### src/rtl/piso_stream_pkg.sv
// rtl/piso_stream_pkg.sv - shared types and helpers for the piso_stream shifter
//
// Purpose : frame state encoding and the bit-counter width helper used by
//           piso_stream and piso_bitcnt.
// Contents: piso_state_t (IDLE, SHIFT, PARITY), cnt_width()
package piso_stream_pkg;

    typedef enum logic [1:0] {
        IDLE   = 2'd0,
        SHIFT  = 2'd1,
        PARITY = 2'd2
    } piso_state_t;

    // Counter must reach WIDTH (one past the last bit index) without wrapping.
    function automatic int cnt_width(input int width);
        return $clog2(width + 1);
    endfunction

endpackage

### src/rtl/piso_bitcnt.sv
// rtl/piso_bitcnt.sv - frame bit counter with clear/enable and terminal-count flag
//
// Purpose : counts consumed bits of a frame; flags the last data bit.
// Ports   : clk_i    clock
//           rst_ni   synchronous active-low reset
//           clr_i    clear to zero (wins over en_i)
//           en_i     increment by one
//           tc_o     count equals WIDTH-1
module piso_bitcnt
    import piso_stream_pkg::*;
#(
    parameter int WIDTH = 8
) (
    input  logic clk_i,
    input  logic rst_ni,
    input  logic clr_i,
    input  logic en_i,
    output logic tc_o
);

    localparam int CW = cnt_width(WIDTH);

    logic [CW-1:0] cnt_q;
    logic [CW-1:0] cnt_d;

    always_comb begin
        cnt_d = cnt_q;
        if (clr_i) begin
            cnt_d = '0;
        end else if (en_i) begin
            cnt_d = cnt_q + CW'(1);
        end
    end

    always_ff @(posedge clk_i) begin
        if (!rst_ni) begin
            cnt_q <= '0;
        end else begin
            cnt_q <= cnt_d;
        end
    end

    assign tc_o = (cnt_q == CW'(WIDTH - 1));

endmodule

### src/rtl/piso_stream.sv
// rtl/piso_stream.sv - parametrised parallel-in/serial-out shifter with load handshake
//
// Purpose : serialises WIDTH-bit words onto so, one bit per shift_en strobe,
//           with valid/ready load, selectable bit order and back-to-back frames.
// Ports   : clk         clock
//           rst_n       synchronous active-low reset
//           par_in      parallel word
//           load_valid  source offers par_in
//           load_ready  word can be taken this cycle
//           shift_en    bit-rate strobe
//           so          serial data
//           so_valid    so carries a frame bit
//           busy        frame in progress
//           done        one-cycle pulse after the final bit is consumed
// Option  : PISO_STREAM_PARITY_EN appends an even-parity bit to each frame.
module piso_stream
    import piso_stream_pkg::*;
#(
    parameter int   WIDTH      = 8,
    parameter int   MSB_FIRST  = 0,
    parameter logic IDLE_LEVEL = 1'b0
) (
    input  logic             clk,
    input  logic             rst_n,
    input  logic [WIDTH-1:0] par_in,
    input  logic             load_valid,
    output logic             load_ready,
    input  logic             shift_en,
    output logic             so,
    output logic             so_valid,
    output logic             busy,
    output logic             done
);

    piso_state_t      state_q;
    logic [WIDTH-1:0] q_q;
    logic             done_q;
    logic             tc;
    logic             consume;
    logic             last_data;
    logic             frame_end;
    logic             accept;
`ifdef PISO_STREAM_PARITY_EN
    logic             par_q;
`endif

    assign consume   = (state_q == SHIFT) && shift_en;
    assign last_data = consume && tc;

`ifdef PISO_STREAM_PARITY_EN
    assign frame_end = (state_q == PARITY) && shift_en;
`else
    assign frame_end = last_data;
`endif

    // Ready on the frame's final consume edge lets the next word follow with no gap.
    assign load_ready = (state_q == IDLE) || frame_end;
    assign accept     = load_valid && load_ready;

    piso_bitcnt #(
        .WIDTH (WIDTH)
    ) u_bitcnt (
        .clk_i  (clk),
        .rst_ni (rst_n),
        .clr_i  (accept),
        .en_i   (consume),
        .tc_o   (tc)
    );

    always_ff @(posedge clk) begin
        if (!rst_n) begin
            state_q <= IDLE;
            q_q     <= '0;
            done_q  <= 1'b0;
`ifdef PISO_STREAM_PARITY_EN
            par_q   <= 1'b0;
`endif
        end else begin
            done_q <= frame_end;
            if (accept) begin
                state_q <= SHIFT;
                q_q     <= par_in;
`ifdef PISO_STREAM_PARITY_EN
                par_q   <= ^par_in;
`endif
            end else begin
                case (state_q)
                    SHIFT: begin
                        if (shift_en) begin
                            if (MSB_FIRST != 0) begin
                                q_q <= {q_q[WIDTH-2:0], 1'b0};
                            end else begin
                                q_q <= {1'b0, q_q[WIDTH-1:1]};
                            end
                            if (tc) begin
`ifdef PISO_STREAM_PARITY_EN
                                state_q <= PARITY;
`else
                                state_q <= IDLE;
`endif
                            end
                        end
                    end
`ifdef PISO_STREAM_PARITY_EN
                    PARITY: begin
                        if (shift_en) begin
                            state_q <= IDLE;
                        end
                    end
`endif
                    default: state_q <= IDLE;
                endcase
            end
        end
    end

    always_comb begin
        so       = IDLE_LEVEL;
        so_valid = 1'b0;
        if (state_q == SHIFT) begin
            so       = (MSB_FIRST != 0) ? q_q[WIDTH-1] : q_q[0];
            so_valid = 1'b1;
        end
`ifdef PISO_STREAM_PARITY_EN
        else if (state_q == PARITY) begin
            so       = par_q;
            so_valid = 1'b1;
        end
`endif
    end

    assign busy = (state_q != IDLE);
    assign done = done_q;

endmodule

### config.mk
export PLATFORM = sky130hd
export DESIGN_NAME = piso_stream
export DESIGN_NICKNAME = d
export VERILOG_FILES = /design/src/rtl/piso_stream_pkg.sv /design/src/rtl/piso_bitcnt.sv /design/src/rtl/piso_stream.sv
export SDC_FILE = /design/constraint.sdc
export NUM_CORES = 1
export LEC_CHECK = 0
export BUFFER_PORTS_ARGS = -buffer_cell sky130_fd_sc_hd__buf_2
export CAP_MARGIN = 0
export CELL_PAD_IN_SITES_DETAIL_PLACEMENT = 0
export CELL_PAD_IN_SITES_GLOBAL_PLACEMENT = 1
export CORE_AREA = 8 8 62 64
export CTS_BUF_LIST = sky130_fd_sc_hd__clkbuf_8 sky130_fd_sc_hd__clkbuf_16
export DETAILED_ROUTE_END_ITERATION = 7
export DIE_AREA = 0 0 70 72
export PLACE_DENSITY = 0.67
export SLEW_MARGIN = 25
export SYNTH_ARGS = -nofsm -noshare
export SYNTH_HDL_FRONTEND = slang
export SYNTH_SLANG_ARGS = --single-unit
### constraint.sdc
create_clock -name clk -period 3.6 [get_ports clk]
set_input_delay 0.36 -clock clk [delete_from_list [all_inputs] [get_ports clk]]
set_output_delay 0.36 -clock clk [all_outputs]
set_load 0.02 [all_outputs]
==> metrics, run 1 <==
Worst-path clk slew 60 ps; max layer used met4; Tcrit/Tclk final 53.4%; Post-CTS Setup Inserts 0; Fin Clk Skew 3.49 ps; most common cell after layout, fill and taps aside buf_2; critical path class reg2out; RSZ-0062 raised after global routing no; #FFs+latches synth 14; largest net degree at the start of global routing 14; final net count around 120; post-synthesis instance total 87; Pre-antenna DRT Iters 4; WP data arrival 1560 ps; Seq/Total Area, Yosys 35.7%; Worst Path Required ~3200 ps; Vias per Instance 5.47; YS warnings 0; Fin Setup TNS 0 ps; Fill cells around 320; ant diodes 0; first-pass GRT wire length around 3.4 mm; met1 wire length 878 um; Final GP Congestion 0.725; non-filler cells in the finished layout 133; WL final 2.07 mm; Max clock buf depth 2; Met2 Wirelength 996 um; syn nets 100; Post-CTS Hold Fix Bufs 0; Post-Syn Area 785 um2; Lkg Pwr 0.330 nW; Area growth, synth to finish 14.5%; commonest non-fill, non-tap cells in the layout buf_2 (16), nor3_1 (14), dfxtp_1 (14); slew margin rel. between 70 and 80%; CP endpoint kind output port; drt initial violations 32; Met3 Wirelength between 150 and 200 um; number of primary I/O pins 17; CTS tree yes; placed insts 130; routed vias 727; DRT antenna net count 0; clock sink count 14; CTS Buf Count 3; initial core utilization between 20% and 30%; total design power approximately 0.36 mW; Placeable Area 2900 um2; Slew @ Worst Pin 406 ps; die height 72 um; input/output buffers 16; Cell Chain, Critical Path ha_1, and4b_1, nor2_1, inv_1, buf_2; Post-CTS Resized 0; Slowest-stage cell, CP and4b_1; Power Density roughly 400 nW/um2; fmax 520 MHz; Worst VDD drop 251 uV; Period minus WS final 1920 ps; share of post-route cells with drive strength above 1 28.0%; die area 5040 um2; Syn Area/Cell 9.02 um2; Synth cell types 27; status finished clean; initial antenna violation count 0; Std-Cell Rows 20; Worst path max stage delay 390 ps; post-route DRC violation count 0; final setup fails 0; Root Buffer clkbuf_8; Setup crit start kind register; Hold/Removal Path Class in2reg; H-tree levels 1; vias in the first global route 751; clk_lat worst skew roughly 240 ps; Crit Path Max Fanout 8; post-DR wirelength/cell 15.6 um; GRT Total Usage 8.43%; global route overflow 0; Die X 70 um; Hold Vio Cnt, Final 0; hpwl dp roughly 1.5 mm; Slew Limit Fails 0; Max-Cap Viols 0
registers in the layout, indices dropped and copies added, names as in the netlist:
register,flops
done,1
state_q,1
u_bitcnt.cnt_q,4
q_q,8
per-stage QoR:
stage | util, % | setup WS [ps] | hold WS (ps) | cell area (um2)
after detailed placement | 29.5 | 1910 | 470 | 857
after global placement | 29.5 | 1970 | 463 | 857
after CTS | 30.9 | 1650 | 406 | 898
after global routing | 30.9 | 1530 | 407 | 898
after floorplan | - | 2120 | 436 | 785
final | 30.9 | 1680 | 412 | 898
metal layers:
metal / track usage, % / vias up
met1: 9.85 / 334
met3: 4.09 / 5
met5: 0 / -
met4: 3.57 / 0
li1: - / 360
met2: 12.8 / 28
Yosys cell counts, drive strengths merged:
master   n  area, um2
a21oi    2       10.0
a31oi    1       6.26
and2     1       6.26
and4b    1       10.0
buf      5       45.0
clkbuf   1       3.75
dfxtp   14        280
ha       1       12.5
inv      2       7.51
mux2     1       11.3
nand2    4       15.0
nand2b   2       12.5
nand3    4       20.0
nand4    1       6.26
nand4b   1       15.0
nor2     3       11.3
nor2b    1       6.26
nor3    14       70.1
nor4     7       87.6
nor4b    1       8.76
o21a     1       7.51
o21ai    8       40.0
o22ai    1       6.26
o32ai    7       61.3
or3      1       6.26
xor2     2       17.5
cell type report:
type	instances	area [um2]	area share (%)
Inverter	2	7.51	0.836
Clock buffer	3	41.3	4.60
Sequential cell	14	280	31.2
Timing Repair Buffer	16	80.1	8.91
Multi-Input combinational cell	65	448	49.9
Tap cell	33	41.3	4.60
power by group:
| part | switching [mW] | leakage [nW] | total, mW | internal (mW) |
|---|---|---|---|---|
| clock | 0.0539 | 0.0216 | 0.128 | 0.0739 |
| sequential | 0.00846 | 0.115 | 0.173 | 0.165 |
| combinational | 0.0335 | 0.193 | 0.0546 | 0.0211 |
kinds of logic (layout without fill, tap and decap cells):
group	after synthesis	count (layout)	synth area share (%)
compound gates	20	20	16.7
xor+xnor	2	2	2.23
fa+ha+maj	1	1	1.59
buf+inv	8	21	7.18
flops	14	14	35.7
mux	1	1	1.44
simple gates	41	41	35.1
path summary, 6_finish.rpt:
| path | start | slack [ps] | endpoint | cells after the start |
|---|---|---|---|---|
| worst max-delay path | u_bitcnt.cnt_q[0] | 1680 | load_ready | 5 |
| worst min-delay path | par_in[7] | 410 | q_q[7] | 3 |
| worst max register to register | u_bitcnt.cnt_q[0] | 2120 | u_bitcnt.cnt_q[2] | 4 |
| worst min register to register | u_bitcnt.cnt_q[1] | 480 | u_bitcnt.cnt_q[1] | 2 |
critical path, delay by kind of cell (launching register included):
kind	cells	cell delay, ps
simple gates	2	510
flops	1	360
fa+ha+maj	1	230
buf+inv	2	210
(Power assumes the default switching activity.)
==> run 2, diff against run 1 <==
--- a/config.mk
+++ b/config.mk
@@ -5,15 +5,16 @@
 export SDC_FILE = /design/constraint.sdc
 export NUM_CORES = 1
 export LEC_CHECK = 0
+export ABC_AREA = 1
 export BUFFER_PORTS_ARGS = -buffer_cell sky130_fd_sc_hd__buf_2
 export CAP_MARGIN = 0
 export CELL_PAD_IN_SITES_DETAIL_PLACEMENT = 0
 export CELL_PAD_IN_SITES_GLOBAL_PLACEMENT = 1
-export CORE_AREA = 8 8 62 64
+export CORE_AREA = 8 8 59 61
 export CTS_BUF_LIST = sky130_fd_sc_hd__clkbuf_8 sky130_fd_sc_hd__clkbuf_16
 export DETAILED_ROUTE_END_ITERATION = 7
-export DIE_AREA = 0 0 70 72
-export PLACE_DENSITY = 0.67
+export DIE_AREA = 0 0 67 69
+export PLACE_DENSITY = 0.71
 export SLEW_MARGIN = 25
 export SYNTH_ARGS = -nofsm -noshare
 export SYNTH_HDL_FRONTEND = slang
==> constraint.sdc (replaced) <==
create_clock -name clk -period 1.9 [get_ports clk]
set_input_delay 0.19 -clock clk [delete_from_list [all_inputs] [get_ports clk]]
set_output_delay 0.19 -clock clk [all_outputs]
set_load 0.02 [all_outputs]
==> run 2 against run 1 <==
Worst setup slack got worse by 1400 ps. Non-clock buffer count rose by 1. Worst hold slack got worse by 200 ps. Synthesized cell count rose by 15%. Sequential cell count did not move. Clock skew fell by 3.0 ps. Utilization rose by 1.0 points. Clock power rose by 130%.
==> metrics, run 2 <==
status finished clean; Post-Syn Area 701 um2; Fill cells 311; Syn Area/Cell 7.01 um2; first-pass GRT wire length 2.60 mm; CP endpoint kind output port; Post-CTS Resized 0; RSZ-0062 raised after global routing no; Slew Limit Fails 0; total design power approximately 0.72 mW; slew margin rel. 60.1%; Pre-antenna DRT Iters 4; final setup fails 0; area of the multi-input gates 333 um2; biggest regs q_q x8, u_bitcnt.cnt_q x4; most common cell after layout, fill and taps aside nor2_1; Max clock buf depth 2; initial core utilization 26.8%; max reg flops 8; post-synthesis instance total 100; YS warnings 0; Vias per Instance 4.34; Lkg Pwr 0.378 nW; Yosys top cell area share around two fifths; Root Buffer clkbuf_8; Worst-path clk slew roughly 60 ps; Synth area leaders dfxtp_1 (40%), nor2_1 (9.1%), nand3_1 (8.6%); post-DR wirelength/cell approximately 10 um; Crit Path Max Fanout 18; H-tree levels 1; top_reg_cell synth dfxtp_1; FF/Latch Area 280 um2; Fin Clk Skew 0.538 ps; post-route core utilization 32.0%; Synth top cells by count nor2_1 (17), dfxtp_1 (14), nand2_1 (12), nand3_1 (12); Period minus WS final 1620 ps; Die X 67 um; Placeable Area between 2000 and 3000 um2; GRT Total Usage 6.94%; CTS tree yes; global route overflow 0; commonest non-fill, non-tap cells in the layout nor2_1 (17), buf_2 (16), dfxtp_1 (14); Worst Path Required between 1500 and 2000 ps; drt initial violations 33; Area growth, synth to finish 19.3%; number of primary I/O pins 17; syn nets 113; Seq/Total Area, Yosys 40.0%; Hold Vio Cnt, Final 0; DRT antenna net count 0; share of post-route cells with drive strength above 1 a little over a fifth; largest net degree at the start of global routing 19; Std-Cell Rows 19; Fin Setup TNS 0 ps; fmax 616 MHz; die height 69 um; hpwl dp between 1 and 1.5 mm; Slew @ Worst Pin 598 ps; WL final around 1.5 mm; Post-synth EDFFs 0; initial antenna violation count 0; Tcrit/Tclk final 85.5%; Hold/Removal Path Class in2reg; ant diodes 0; #FFs+latches synth 14; vias in the first global route ~600; CTS Buf Count 3; routed vias about 630; Post-CTS Hold Fix Bufs 0; final net count 129; area leader, netlist dfxtp_1; Synth async-reset ratio 0%; input/output buffers 16; Worst VDD drop around 440 uV; clock sink count 14; Setup crit start kind register; post-route DRC violation count 0; critical path class reg2out; Most flops, register q_q; top-count cell post-synth nor2_1; non-filler cells in the finished layout 146; Power Density approximately 860 nW/um2; Post-CTS Setup Inserts 0; clk_lat worst skew 240 ps; Synth cell types 19; WP data arrival roughly 1400 ps; die area 4620 um2; Max-Cap Viols 0; Final GP Congestion 0.722; placed insts 142
## run 2: cell count changes in the layout (fill, tap and decap cells not counted), moves of 2 or more
cell,previous run,this run
nand3_1,4,12
nor2_1,3,17
nor3_1,14,1
inv_1,2,11
nand2b_1,2,0
nor4_2,7,0
o21ai_0,8,1
a21oi_1,2,11
nand2_1,4,12
o21ai_1,0,7
nand2_2,0,2
o32ai_1,7,0
## run 2: final timing paths
check / from / to / slack (ps) / cells past startpoint
max reg2reg: u_bitcnt.cnt_q[0] / q_q[0] / 540 / 7
min reg2reg: u_bitcnt.cnt_q[1] / u_bitcnt.cnt_q[1] / 480 / 2
max: u_bitcnt.cnt_q[0] / load_ready / 280 / 4
min: par_in[7] / q_q[7] / 210 / 3
## run 2: power breakdown
group / internal (mW) / switching, mW
Clock: 0.183 / 0.109
Sequential: 0.312 / 0.0126
Combinational: 0.0395 / 0.0646
Total: 0.535 / 0.187
## run 2: cell type report
class / count / area share [%]
Inverter: 11 / 4.94
Multi-Input combinational cell: 69 / 39.8
Timing Repair Buffer: 17 / 10.5
Sequential cell: 14 / 33.5
Tap cell: 31 / 4.64
Clock buffer: 4 / 6.59
## run 2: stage by stage
step	hold WS [ps]	setup slack, ps	area [um2]
finish	208	276	836
global route	220	184	836
CTS	202	275	836
detailed placement	467	548	781
global placement	467	536	781
floorplan	348	615	701
## run 2: routing by layer
metal,global-route usage [%],routed length (um)
met5,0,0
met4,0.698,0
met3,4.36,106
met2,9.57,618
met1,9.12,802
## run 2: cell families (layout without fill, tap and decap cells)
logic type,Yosys count,in the layout,synth area share (%)
buffers and inverters,17,32,12.5
and+or+nand+nor,46,46,28.4
adders and majority gates,1,1,1.79
AOI/OAI and AO/OA,20,20,14.8
DFF,14,14,40.0
xor gates and xnor gates,2,2,2.50
## run 2: critical path, stage by stage (launching register included)
cell and delay [ps]:
dfxtp_1 370, ha_1 200, nand4_1 110, nand2_2 270
buf_2 230
==> run 3, diff against run 2 <==
--- a/config.mk
+++ b/config.mk
@@ -10,11 +10,11 @@
 export CAP_MARGIN = 0
 export CELL_PAD_IN_SITES_DETAIL_PLACEMENT = 0
 export CELL_PAD_IN_SITES_GLOBAL_PLACEMENT = 1
-export CORE_AREA = 8 8 59 61
+export CORE_AREA = 8 8 64 55
 export CTS_BUF_LIST = sky130_fd_sc_hd__clkbuf_8 sky130_fd_sc_hd__clkbuf_16
 export DETAILED_ROUTE_END_ITERATION = 7
-export DIE_AREA = 0 0 67 69
-export PLACE_DENSITY = 0.71
+export DIE_AREA = 0 0 72 63
+export PLACE_DENSITY = 0.73
 export SLEW_MARGIN = 25
 export SYNTH_ARGS = -nofsm -noshare
 export SYNTH_HDL_FRONTEND = slang
==> run 3 against run 2 <==
Register-to-register slack lost 30 ps. First-iteration DRC count fell by 21%. Largest power group unchanged. Worst hold slack improved by 7.0 ps. Largest cell class unchanged.
==> metrics, run 3 (synthesis results as in run 2) <==
Clock power frac 35.2%; placed insts 148; share of post-route cells with drive strength above 1 20.4%; Comb pwr share 15.5%; Power Density 803 nW/um2; Worst-path clk slew 50 ps; post-DR wirelength/cell 9.74 um; Vias per Instance 4.25; final net count between 100 and 150; Placeable Area 2570 um2; total design power approximately 0.66 mW; commonest non-fill, non-tap cells in the layout nor2_1 (17), buf_2 (16), dfxtp_1 (14); RSZ-0062 raised after global routing no; Pre-antenna DRT Iters 4; post-route DRC violation count 0; P_sw 0.171 mW; non-filler cells in the finished layout 151; Lkg Pwr between 0.3 and 0.4 nW; CP endpoint kind output port; clock sink count 14; clk_lat worst skew 240 ps; Worst VDD drop 273 uV; CTS tree yes; input/output buffers 16; ant diodes 0; Post-CTS Setup Inserts 0; Fill cells roughly 290; Area growth, synth to finish 17.5%; WL final around 1.5 mm; Std-Cell Rows 17; Most flops, register q_q; Slew @ Worst Pin 621 ps; biggest regs q_q x8, u_bitcnt.cnt_q x4; Slew Limit Fails 0; Max clock buf depth 2; CTS Buf Count 3; hpwl dp 1.08 mm; area of the multi-input gates between 300 and 400 um2; max reg flops 8; final setup fails 0; drt initial violations 26; routed vias 642; slew margin rel. 58.6%; GRT Total Usage 7.52%; Final GP Congestion around 0.76; Die X 72 um; Setup crit start kind register; first-pass GRT wire length 2.82 mm; critical path class reg2out; initial antenna violation count 0; Post-CTS Hold Fix Bufs 0; Hold Vio Cnt, Final 0; Hold/Removal Path Class in2reg; initial core utilization approximately 27%; global route overflow 0; Root Buffer clkbuf_8; internal power just under 0.5 mW; die area 4540 um2; most common cell after layout, fill and taps aside nor2_1; Max-Cap Viols 0; Flop pwr share 49.2%; vias in the first global route 660; WP data arrival 1450 ps; Fin Setup TNS 0 ps; Switching Fraction 25.8%; Crit Path Max Fanout 18; status finished clean; Period minus WS final 1640 ps; Fin Clk Skew ~2.3 ps; number of primary I/O pins 17; Tcrit/Tclk final 86.2%; fmax 611 MHz; Worst Path Required 1710 ps; DRT antenna net count 0; H-tree levels 1; FF/Latch Area 280 um2; die height between 60 and 70 um; largest net degree at the start of global routing 19; Post-CTS Resized 0
-- run 3: cell count changes in the layout (fill, tap and decap cells not counted) --
cell	previous run	this run
clkbuf_8	4	3
buf_4	1	0
-- run 3: per-stage QoR --
step           util, %  hold slack [ps]  worst slack (ps)  cell area, um2
2_1_floorplan        -              348               615             701
3_3_place_gp      30.4              469               456             782
3_5_place_dp      30.4              469               419             782
4_1_cts           32.0              212               263             823
5_1_grt           32.0              238               135             823
6_report          32.0              215               262             823
-- run 3: worst max-delay path, stage by stage (launching register included) --
cell     delay (ps)
dfxtp_1         370
ha_1            200
nand4_1         120
nand2_2         280
buf_2           230
-- run 3: area by class of cell --
class	instances	share of cell area, %
multi-input cells	69	40.4
inverters	11	5.02
well taps	38	5.78
clock buffers	3	5.02
flip-flops and latches	14	34.0
repair buffers	16	9.73
-- run 3: power by group through the flow --
| stage | registers (mW) | clock network, mW | logic, mW |
|---|---|---|---|
| final | 0.325 | 0.233 | 0.103 |
| after global routing | 0.328 | 0.262 | 0.120 |
| after CTS | 0.325 | 0.243 | 0.104 |
| after detailed placement | 0.331 | 0 | 0.104 |
| after global placement | 0.331 | 0 | 0.102 |
| after floorplan | 0.330 | 0 | 0.0831 |
-- run 3: worst paths after layout --
kind	slack, ps	depth (start not counted)	endpoint	from
setup reg to reg	510	6	u_bitcnt.cnt_q[3]	u_bitcnt.cnt_q[0]
hold reg to reg	480	2	u_bitcnt.cnt_q[1]	u_bitcnt.cnt_q[1]
hold / removal	210	3	q_q[7]	par_in[7]
setup / recovery	260	4	load_ready	u_bitcnt.cnt_q[0]
-- run 3: layer usage --
layer | GRT usage, % | up-vias | share of wire, %
met1 | 8.78 | 276 | 50
li1 | - | 350 | -
met3 | 4.49 | 0 | 8.3
met2 | 11.5 | 16 | 41
met4 | 1.53 | 0 | 0
met5 | 0 | - | 0
